**src/rtl/seven_seg_scanner.sv**
```systemverilog
// Time-multiplexed 4-digit common-anode 7-segment scanner.
// Scans MSD first and registers active-low segments with slot-edge blanking and leading-zero suppression.
module seven_seg_scanner #(
  parameter int unsigned SCAN_DIV  = 50000,
  parameter int unsigned BLANK_CYC = 500,
  parameter int unsigned CNT_W     = 16
) (
  input  logic       clk,
  input  logic       rst_n,
  input  logic       en,
  input  logic [3:0] hex_in,
  input  logic       lz_en,
  input  logic [3:0] dp_mask,
  output logic [3:0] sel,
  output logic [6:0] seg,
  output logic       dp,
  output logic       frame_done
);

  typedef enum logic {IDLE, SCAN} state_t;

  localparam logic [CNT_W-1:0] LAST  = CNT_W'(SCAN_DIV - 1);
  localparam logic [CNT_W-1:0] BLANK = CNT_W'(BLANK_CYC);

  state_t           state_q;
  logic [CNT_W-1:0] div_cnt_q;
  logic [1:0]       idx_q;
  logic             nz_seen_q;
  logic [3:0]       sel_q;
  logic [6:0]       seg_q;
  logic             dp_q;
  logic             frame_done_q;

  logic             slot_end;
  logic [1:0]       idx_d;
  logic [6:0]       glyph;
  logic [6:0]       seg_d;
  logic             dp_d;

  always_comb begin
    unique case (hex_in)
      4'h0: glyph = 7'h40;
      4'h1: glyph = 7'h79;
      4'h2: glyph = 7'h24;
      4'h3: glyph = 7'h30;
      4'h4: glyph = 7'h19;
      4'h5: glyph = 7'h12;
      4'h6: glyph = 7'h02;
      4'h7: glyph = 7'h78;
      4'h8: glyph = 7'h00;
      4'h9: glyph = 7'h10;
      4'hA: glyph = 7'h08;
      4'hB: glyph = 7'h03;
      4'hC: glyph = 7'h46;
      4'hD: glyph = 7'h21;
      4'hE: glyph = 7'h06;
      default: glyph = 7'h0E;
    endcase
  end

  // Blanking on the final slot cycle keeps the old pattern off while sel moves.
  always_comb begin
    slot_end = (div_cnt_q == LAST);
    idx_d    = idx_q - 2'd1;
    seg_d    = '1;
    dp_d     = 1'b1;
    if (state_q == SCAN && div_cnt_q >= BLANK && !slot_end &&
        !(lz_en && !nz_seen_q && hex_in == 4'h0 && idx_q != 2'd0)) begin
      seg_d = glyph;
      dp_d  = ~dp_mask[idx_q];
    end
  end

  always_ff @(posedge clk) begin
    if (!rst_n || !en) begin
      state_q      <= IDLE;
      div_cnt_q    <= '0;
      idx_q        <= 2'd3;
      nz_seen_q    <= 1'b0;
      sel_q        <= '1;
      seg_q        <= '1;
      dp_q         <= 1'b1;
      frame_done_q <= 1'b0;
    end else begin
      seg_q <= seg_d;
      dp_q  <= dp_d;
      if (state_q == IDLE) begin
        state_q      <= SCAN;
        sel_q        <= 4'b0111;
        idx_q        <= 2'd3;
        div_cnt_q    <= '0;
        frame_done_q <= 1'b0;
      end else begin
        frame_done_q <= slot_end && (idx_q == 2'd0);
        if (slot_end) begin
          div_cnt_q <= '0;
          idx_q     <= idx_d;
          sel_q     <= ~(4'b0001 << idx_d);
          nz_seen_q <= (idx_q == 2'd0) ? 1'b0 : (nz_seen_q | (hex_in != 4'h0));
        end else begin
          div_cnt_q <= div_cnt_q + 1'b1;
        end
      end
    end
  end

  assign sel        = sel_q;
  assign seg        = seg_q;
  assign dp         = dp_q;
  assign frame_done = frame_done_q;

endmodule

```
**config.mk**
```make
export PLATFORM = sky130hd
export DESIGN_NAME = seven_seg_scanner
export DESIGN_NICKNAME = d
export VERILOG_FILES = /design/src/rtl/seven_seg_scanner.sv
export SDC_FILE = /design/constraint.sdc
export NUM_CORES = 1
export LEC_CHECK = 0
export BUFFER_PORTS_ARGS = -buffer_cell sky130_fd_sc_hd__buf_2
export CORE_ASPECT_RATIO = 0.75
export CORE_MARGIN = 2
export CORE_UTILIZATION = 45
export DETAILED_ROUTE_END_ITERATION = 10
export GPL_TIMING_DRIVEN = 0
export HOLD_SLACK_MARGIN = 0.12
export MAX_ROUTING_LAYER = met4
export PLACE_DENSITY_LB_ADDON = 0.08
export SETUP_SLACK_MARGIN = 0.05
export SYNTH_ARGS = -nofsm -noshare
export SYNTH_HDL_FRONTEND = slang
export SYNTH_SLANG_ARGS = --single-unit
```
**constraint.sdc**
```tcl
create_clock -name clk -period 2.9 [get_ports clk]
set_input_delay 0.145 -clock clk [delete_from_list [all_inputs] [get_ports clk]]
set_output_delay 0.145 -clock clk [all_outputs]
set_load 0.01 [all_outputs]
```
==> results by group <==
Synth
  – Seq cells post-synth: 33
  – Post-Syn Area: around 1600 um^2
  – Sequential area share after synthesis: 0.402
  – Largest family of logic cells by synthesized area: simple AND/OR/NAND/NOR gates
  – Post-synthesis adder-cell area fraction: 0.0990
  – Yosys warning count: 0
  – Synth Area in Simple Gates: 0.233
  – Mux contribution to synthesized area: 0.0396
  – Syn nets: ~200
  – Post-Syn Instances: 170
  – Post-Synth XOR/XNOR Area: 0.0693
  – Yosys cell types: 36
  – Compound-Gate Fraction of Synth Area: 0.118
  – Mean post-synth cell area: approximately 9.7 um^2

Setup path
  – CP max-delay cell: dfxtp_1
  – Worst Setup Path Type: reg2reg
  – Worst Path Required: around 3.1 ns
  – Slowest cell delay on critical path: around 0.40 ns
  – Crit start category: flop
  – Worst r2r path cells: 5
  – Element type at the critical path end: flop
  – Critical path, cell by cell: ha_1 -> and3_1 -> nand4_1 -> clkbuf_1 -> o31ai_1
  – Critical Path AT: 2.06 ns
  – Worst-path maximum fanout: 10

STA
  – Minimum clock period: roughly 1.9 ns
  – Setup TNS Final: 0 ns
  – Skew final: 0.00843 ns
  – Setup Viol. Count Final: 0
  – Slew @ Worst Pin: 0.453 ns
  – Final Hold Violating Endpoints: 0
  – FMAX: about 540 MHz
  – Slew Viols, Final: 0
  – Minimum hold slack: 0.143 ns
  – Setup repair after global routing missed its margin: no
  – Worst rel slew slack: 0.698
  – Crit share post-route: 0.642

Worst hold path
  – Hold path depth: 3
  – Hold Path Class: in2reg

Global route
  – First-pass GRT wire length: 5490 um
  – Vias in the first global route: approximately 1200
  – Initial antenna violation count: 0
  – Largest net degree at the start of global routing: 12
  – GRT overflow: 0
  – All-Layer GR Usage: 0.181

Clock tree
  – CTS Buffer Depth: 2
  – Worst-skew pair later-pin latency: 0.29 ns
  – Htree depth: 2
  – CTS tree: done
  – Register clock-pin slew on the reported worst setup and hold paths: ~0.07 ns
  – Hold_buf cts: 0
  – CTS Sinks: 33
  – Post-CTS Repair Setup Buffers: 0
  – Total CTS buffers: 5
  – CTS root buf: clkbuf_8
  – Post-cts gate resize count: 0

Floorplanning
  – Height of the die: roughly 56 um
  – Initial Util: 0.483
  – Core ar.: between 3000 and 4000 um^2
  – DIE AREA: 4160 um^2
  – Row count: 18
  – Die width: ~74 um
  – IO Count: 25

Route
  – WL/cell: between 10 and 15 um
  – Via/cell ratio: 5.14
  – Antenna-violating nets left: 0
  – DRT iter0 DRCs: 76
  – Routed via count: 1291
  – Total wire length: approximately 3200 um
  – Drc violations: 0
  – Drt pass-1 iters: 4

Placed design
  – Routability cong.: around 0.75
  – Placed insts: ~240
  – I/O Buffers: 23
  – Hpwl dp: 2360 um

Power and ir drop
  – Pleak: 0.000756 uW
  – Sw power: between 200 and 250 uW
  – Int Pwr: approximately 750 uW
  – Part of the power in combinational logic: 0.048
  – Sw frac: 0.214
  – Peak supply drop: ~0.00025 V
  – Clock power frac: 0.476
  – Sequential share of power: 0.476
  – PD cells: around 500 nW/um^2

Run status
  – Status: complete, no violations

Finish
  – Final Net Count: roughly 230
  – Area delta synth->final: 18.1%
  – Most frequent cells in the layout: dfxtp_1, buf_2, nor2_1
  – Commonest non-fill, non-tap cell in the layout: dfxtp_1
  – Share of layout cells above drive strength 1: 0.209
  – Fin cells: roughly 250
  – Number of fillers in the final layout: ~300
  – Diodes inserted: 0

Flow run
  – # Max-Cap Violations: 0
==> power groups by stage <==
stage	Combinational, uW	Sequential, uW	Clock (uW)
2_1_floorplan	28.3	467	0
3_3_place_gp	44.1	467	0
3_5_place_dp	45.6	467	0
4_1_cts	46.0	456	468
5_1_grt	51.8	456	492
6_report	45.7	456	457
==> final cells by class <==
class,count,area (um^2),area share
Tap cell,50,62.6,0.0322
Clock buffer,6,82.6,0.0426
Clock inverter,2,37.5,0.0193
Timing Repair Buffer,23,115,0.0593
Sequential cell,33,661,0.340
Multi-Input combinational cell,120,918,0.473
Inverter,13,48.8,0.0251
Buffer,4,15.0,0.00774
==> state kept, by name (all words and copies together), names as in the netlist <==
register	count
div_cnt_q	16
dp	1
frame_done	1
idx_q	2
nz_seen_q	1
seg	7
sel	4
state_q	1
==> worst max-delay path: cells and delay by family, from the launching register on <==
kind	cells	cell delay (ns)
compound gates	1	0.28
fa+ha+maj	1	0.23
buf+inv	1	0.30
flops	1	0.40
simple gates	2	0.56
==> metal layers <==
metal,vias up,share of wire,track usage
met1,604,0.51,0.239
met2,25,0.44,0.254
met5,-,0,-
met3,2,0.040,0.0700
met4,0,0.0060,0.0545
li1,660,-,-
==> path summary, 6_finish.rpt <==
check	start	to	slack, ns
setup reg to reg	div_cnt_q[0]	nz_seen_q	1.04
setup / recovery	div_cnt_q[0]	nz_seen_q	1.04
hold reg to reg	sel[2]	sel[2]	0.48
hold / removal	rst_n	state_q	0.14
==> through the flow <==
stage / area, um^2 / total power [uW] / utilization / worst slack (ns)
floorplan: 1640 / 495 / - / 1.21
global placement: 1820 / 511 / 0.535 / 1.13
detailed placement: 1820 / 512 / 0.535 / 1.03
CTS: 1940 / 970 / 0.571 / 1.01
global route: 1940 / 1000 / 0.571 / 0.824
finish: 1940 / 959 / 0.571 / 1.04
==> synth_stat cells <==
cell type	number	area (um^2)
a21o_1	2	15.0
o211ai_1	8	60.1
or3_1	2	12.5
nand3_1	8	40.0
nor4_1	3	18.8
mux2i_1	2	20.0
dfxtp_1	33	661
and3_1	2	12.5
or3_2	1	7.51
a41o_4	1	21.3
o311ai_1	3	26.3
o311ai_0	1	8.76
o31ai_1	1	7.51
nor4b_1	1	8.76
mux4_2	2	45.0
nand4_4	1	21.3
nor3_4	1	16.3
and3b_1	1	8.76
nor3_1	5	25.0
o311a_4	1	21.3
and4bb_2	1	12.5
o21ai_0	3	15.0
nand4_1	3	18.8
nor4_4	1	21.3
or4_4	1	11.3
ha_1	13	163
nand2_1	15	56.3
a21oi_1	2	10.0
nor2_1	18	67.6
nand2b_1	2	12.5
a32oi_1	1	8.76
xnor2_1	11	96.3
and4b_2	1	11.3
inv_1	13	48.8
xor2_1	2	17.5
clkbuf_1	4	15.0
==> logic make-up after synthesis <==
group | Yosys count
DFF | 33
xor gates and xnor gates | 13
AOI/OAI and AO/OA | 23
and+or+nand+nor | 67
muxes | 4
adders and majority gates | 13
buffers and inverters | 17
Power figures use the tool's default switching activity.
